[src/rtl/alarm_time_counter.sv]
// alarm_time_counter: 24-hour BCD HH:MM counter with minute advance and validated load (optional FAST_WATCH_EN seconds-rate mode)
module alarm_time_counter (
    input  logic       clock,
    input  logic       reset,
    input  logic       one_minute,
    input  logic       load_new_c,
    input  logic [3:0] new_current_time_ms_hr,
    input  logic [3:0] new_current_time_ls_hr,
    input  logic [3:0] new_current_time_ms_min,
    input  logic [3:0] new_current_time_ls_min,
`ifdef FAST_WATCH_EN
    input  logic       fast_watch,
    input  logic       one_second,
`endif
    output logic [3:0] current_time_ms_hr,
    output logic [3:0] current_time_ls_hr,
    output logic [3:0] current_time_ms_min,
    output logic [3:0] current_time_ls_min,
    output logic       load_error,
    output logic       day_wrap
);
    logic       advance;
    logic       load_ok;
    logic       hr_carry;
    logic       last_hr;
    logic       wrap;
    logic [3:0] next_ms_hr;
    logic [3:0] next_ls_hr;
    logic [3:0] next_ms_min;
    logic [3:0] next_ls_min;

`ifdef FAST_WATCH_EN
    assign advance = fast_watch ? one_second : one_minute;
`else
    assign advance = one_minute;
`endif

    // load digit validation and one-minute increment cascade
    always_comb begin
        load_ok     = (new_current_time_ms_hr <= 4'd2) && (new_current_time_ls_hr <= 4'd9) &&
                      ((new_current_time_ms_hr != 4'd2) || (new_current_time_ls_hr <= 4'd3)) &&
                      (new_current_time_ms_min <= 4'd5) && (new_current_time_ls_min <= 4'd9);
        hr_carry    = (current_time_ls_min == 4'd9) && (current_time_ms_min == 4'd5);
        last_hr     = (current_time_ms_hr == 4'd2) && (current_time_ls_hr == 4'd3);
        wrap        = hr_carry && last_hr;
        next_ls_min = (current_time_ls_min == 4'd9) ? 4'd0 : current_time_ls_min + 4'd1;
        next_ms_min = (current_time_ls_min != 4'd9) ? current_time_ms_min :
                      (current_time_ms_min == 4'd5) ? 4'd0 : current_time_ms_min + 4'd1;
        next_ls_hr  = !hr_carry ? current_time_ls_hr :
                      (last_hr || current_time_ls_hr == 4'd9) ? 4'd0 : current_time_ls_hr + 4'd1;
        next_ms_hr  = !hr_carry ? current_time_ms_hr :
                      last_hr ? 4'd0 :
                      (current_time_ls_hr == 4'd9) ? current_time_ms_hr + 4'd1 : current_time_ms_hr;
    end

    // priority: reset, then load (accepted or rejected), then advance, else hold
    always_ff @(posedge clock) begin
        if (reset) begin
            current_time_ms_hr  <= 4'd0;
            current_time_ls_hr  <= 4'd0;
            current_time_ms_min <= 4'd0;
            current_time_ls_min <= 4'd0;
            load_error          <= 1'b0;
            day_wrap            <= 1'b0;
        end else begin
            load_error <= 1'b0;
            day_wrap   <= 1'b0;
            if (load_new_c) begin
                if (load_ok) begin
                    current_time_ms_hr  <= new_current_time_ms_hr;
                    current_time_ls_hr  <= new_current_time_ls_hr;
                    current_time_ms_min <= new_current_time_ms_min;
                    current_time_ls_min <= new_current_time_ls_min;
                end else begin
                    load_error <= 1'b1;
                end
            end else if (advance) begin
                current_time_ms_hr  <= next_ms_hr;
                current_time_ls_hr  <= next_ls_hr;
                current_time_ms_min <= next_ms_min;
                current_time_ls_min <= next_ls_min;
                day_wrap            <= wrap;
            end
        end
    end
endmodule

[config.mk]
export PLATFORM = sky130hd
export DESIGN_NAME = alarm_time_counter
export DESIGN_NICKNAME = d
export VERILOG_FILES = /design/src/rtl/alarm_time_counter.sv
export SDC_FILE = /design/constraint.sdc
export NUM_CORES = 1
export LEC_CHECK = 0
export CORE_UTILIZATION = 40
export CTS_BUF_LIST = sky130_fd_sc_hd__clkbuf_8
export CTS_CLUSTER_DIAMETER = 50
export CTS_CLUSTER_SIZE = 12
export DETAILED_ROUTE_END_ITERATION = 6
export PLACE_DENSITY_LB_ADDON = 0.08
export SLEW_MARGIN = 20
export SYNTH_ARGS = -nofsm -noshare
export SYNTH_HDL_FRONTEND = slang
export SYNTH_SLANG_ARGS = --single-unit
[constraint.sdc]
create_clock -name clock -period 2.4 [get_ports clock]
set_input_delay 0.48 -clock clock [delete_from_list [all_inputs] [get_ports clock]]
set_output_delay 0.48 -clock clock [all_outputs]
set_load 0.05 [all_outputs]
==> summary.md <==
| Metric | Value |
|---|---|
| Outcome | finished, violations left |
| Failing checks | design-rule violations |
| Mean area per synthesized cell | 8.263 µm² |
| Worst vdd ir | 0.2788 mV |
| Fin cells | 222 |
| Netlist Area Pre-Place | 1231 µm² |
| # rows | 19 |
| Setup TNS | 0 ns |
| Period utilization | 88.96% |
| Total power | 0.0006583 W |
| GR Overflow Total | 0 |
| Required @ worst endpoint | 2.55 ns |
| Most area-hungry cell type in the Yosys netlist | dfxtp_1 |
| Clk_lat worst skew | 0.26 ns |
| GR Layer Usage met3 | 5.669% |
| Crit path cell chain | clkdlybuf4s50_1 > a2111oi_0 > and3_1 > nand2_1 > and3_1 > o21a_1 |
| # DRC | 2 |
| Cells after Synth | 149 |
| Cts bufs inserted | 3 |
| CP Capture Type | flip-flop |
| Fraction of layout cells with a size suffix above 1 | 14.14% |
| Area delta synth->final | 39.53% |
| Met2 GRT Util | 32.39% |
| I/O pin count | 38 |
| Hold Crit Class | flip-flop to flip-flop |
| Routed WL per cell | 14.86 µm |
| Final setup violation count | 0 |
| Setup Buffers After CTS | 0 |
| Via count | 1294 |
| Hold WS | 0.5220 ns |
| Antenna cell count | 0 |
| Count of cell types in the netlist | 49 |
| Storage element area | 360.3 µm² |
| Top cell by count, worst path | and3_1 |
| First-pass GRT wire length | 5071 µm |
| Commonest non-fill, non-tap cell in the layout | clkdlybuf4s50_1 |
| Routability Congestion | 0.8731 |
| FMAX | 468.4 MHz |
| Pleak | 0.6481 nW |
| Chip width | 57.48 µm |
| Max incr delay on CP | 0.46 ns |
| Worst clock skew | 0.004137 ns |
| Max-cap viol count | 0 |
| Via density | 5.829 |
| Family with the most delay on the worst path | simple AND/OR/NAND/NOR gates |
| Critical path arrival | 2.29 ns |
| Final Slew Violations | 0 |
| Number of synthesized flops with an enable pin | 0 |
| Ys async rst share | 0% |
| Yosys warns | 0 |
| Net Count, Synth | 173 |
| Worst Path Buf+Inv | 1 |
| Footprint of the multi-input gates | 805.8 µm² |
| Placed instance count | 219 |
| Synth Register Bits | 18 |
| Worst-path clk slew | 0.07 ns |
| Element type at the critical path start | primary input |
| H-tree levels | 1 |
| Clk Tree Root Cell | clkbuf_8 |
| Synth top area share | 29.27% |
| TritonCTS clock tree | built |
| Worst-Margin Slew | 0.4991 ns |
| GR peak layer | met2 |
| Initial core utilization | 43.52% |
| Initial antenna violation count | 0 |
| Setup CP Type | primary input to flip-flop |
| Sequential area share after synthesis | 29.27% |
| Filler cell count | 244 |
| Most frequent cells in the layout | clkdlybuf4s50_1, dfxtp_1, nor2_1, nand2_1, a21oi_1 |
| Clk sink count | 18 |
| Final hold violation count | 0 |
| Core footprint | 2829 µm² |
| Post-CTS sizing | 0 |
| Pwr Density | 383.2 nW/µm² |
| RSZ-0062 raised after global routing | false |
| Fin crit period | 2.135 ns |
| NumNets Final | 217 |
| Critical path's slowest cell | a2111oi_0 |
| Fin util | 60.73% |
| Die area | 3304 µm² |
| Max clock buf depth | 2 |
| Area contributors post-synth | dfxtp_1, a21oi_1, ha_1, nand2_1, nor2_1 |
| IO buf count | 37 |
| Worst rel slew slack | 66.62% |
| First-pass DRT Iterations | 6 |
| Starting DRT DRC Count | 56 |
| DRT Wirelength | 3300 µm |
| Top_reg_cell synth | dfxtp_1 |
| Met1 Track Usage GR | 25.31% |
| Vias in the first global route | 1095 |
| Cts hold-fix bufs | 0 |
| Crit-path max FO | 9 |
| Post-DP HPWL | 2481 µm |
| Routed Antenna Nets | 0 |
| Die span in y | 57.48 µm |
| Largest net degree at the start of global routing | 26 |
| GR Util All Layers | 20.27% |
## per-layer routing
layer | routed length [µm] | share of wire (%) | vias to the layer above
met2 | 1530 | 46 | 47
met5 | 0 | 0 | -
met3 | 183 | 5.5 | 10
met1 | 1510 | 46 | 596
met4 | 75 | 2.3 | 0
li1 | - | - | 641
## sequential cells by signal (all words and copies together), names as in the netlist
register,cells
current_time_ms_hr,4
current_time_ls_hr,4
load_error,1
day_wrap,1
current_time_ms_min,4
current_time_ls_min,4
## worst paths after layout
path                                            from                                   to  slack (ns)  depth (start not counted)
hold / removal    current_time_ls_hr[2]$_SDFFE_PP0P_   current_time_ls_hr[2]$_SDFFE_PP0P_        0.52                          2
hold reg to reg   current_time_ls_hr[2]$_SDFFE_PP0P_   current_time_ls_hr[2]$_SDFFE_PP0P_        0.52                          2
setup reg to reg  current_time_ms_hr[0]$_SDFFE_PP0P_   current_time_ms_hr[0]$_SDFFE_PP0P_        0.39                          7
setup / recovery          new_current_time_ms_min[1]  current_time_ms_min[1]$_SDFFE_PP0P_        0.26                          6
## synthesized netlist by cell type, types with 2 or more instances
cell type / n
dfxtp_1: 18
nor2_1: 12
a21oi_1: 12
inv_1: 5
a221oi_2: 2
nor2b_1: 4
a22oi_1: 3
o21a_1: 2
o31ai_1: 2
nor3_1: 7
nand2_1: 12
and3_1: 3
o211ai_1: 6
mux2_2: 3
nand3_1: 5
mux2i_1: 3
clkbuf_1: 6
nand2b_1: 3
a311oi_1: 2
o21ai_0: 7
ha_1: 4
## metrics by stage
| stage | instance area [µm²] | worst slack (ns) |
|---|---|---|
| after global routing | 1718 | 0.1615 |
| after floorplan | 1231 | 0.2338 |
| final | 1718 | 0.2649 |
| after CTS | 1718 | 0.2468 |
| after detailed placement | 1677 | -0.001650 |
| after global placement | 1677 | 0.05991 |
## worst min-delay path, cell delays in order (launching register included)
cell     delay (ns)
dfxtp_1        0.35
nand2_1        0.07
o21ai_0        0.06
## logic make-up (layout without fill, tap and decap cells)
| family | Yosys count | count (layout) | share of synthesized area, % |
|---|---|---|---|
| xor+xnor | 2 | 2 | 1.423 |
| compound gates | 45 | 45 | 26.32 |
| simple gates | 60 | 60 | 28.46 |
| mux | 6 | 6 | 5.183 |
| buf+inv | 14 | 56 | 5.284 |
| flops | 18 | 18 | 29.27 |
| fa+ha+maj | 4 | 4 | 4.065 |
## where the power goes
part	internal (W)	total, W	switching [W]
logic	0.0000635	0.000130	0.0000666
registers	0.000304	0.000313	0.00000883
clock network	0.000112	0.000215	0.000104
## layout make-up
class	instances	area share, %
Sequential cell	18	20.98
Clock buffer	3	2.403
Tap cell	31	2.258
Inverter	5	1.092
Multi-Input combinational cell	117	46.90
Timing Repair Buffer	48	26.37
Power figures use the tool's default switching activity.
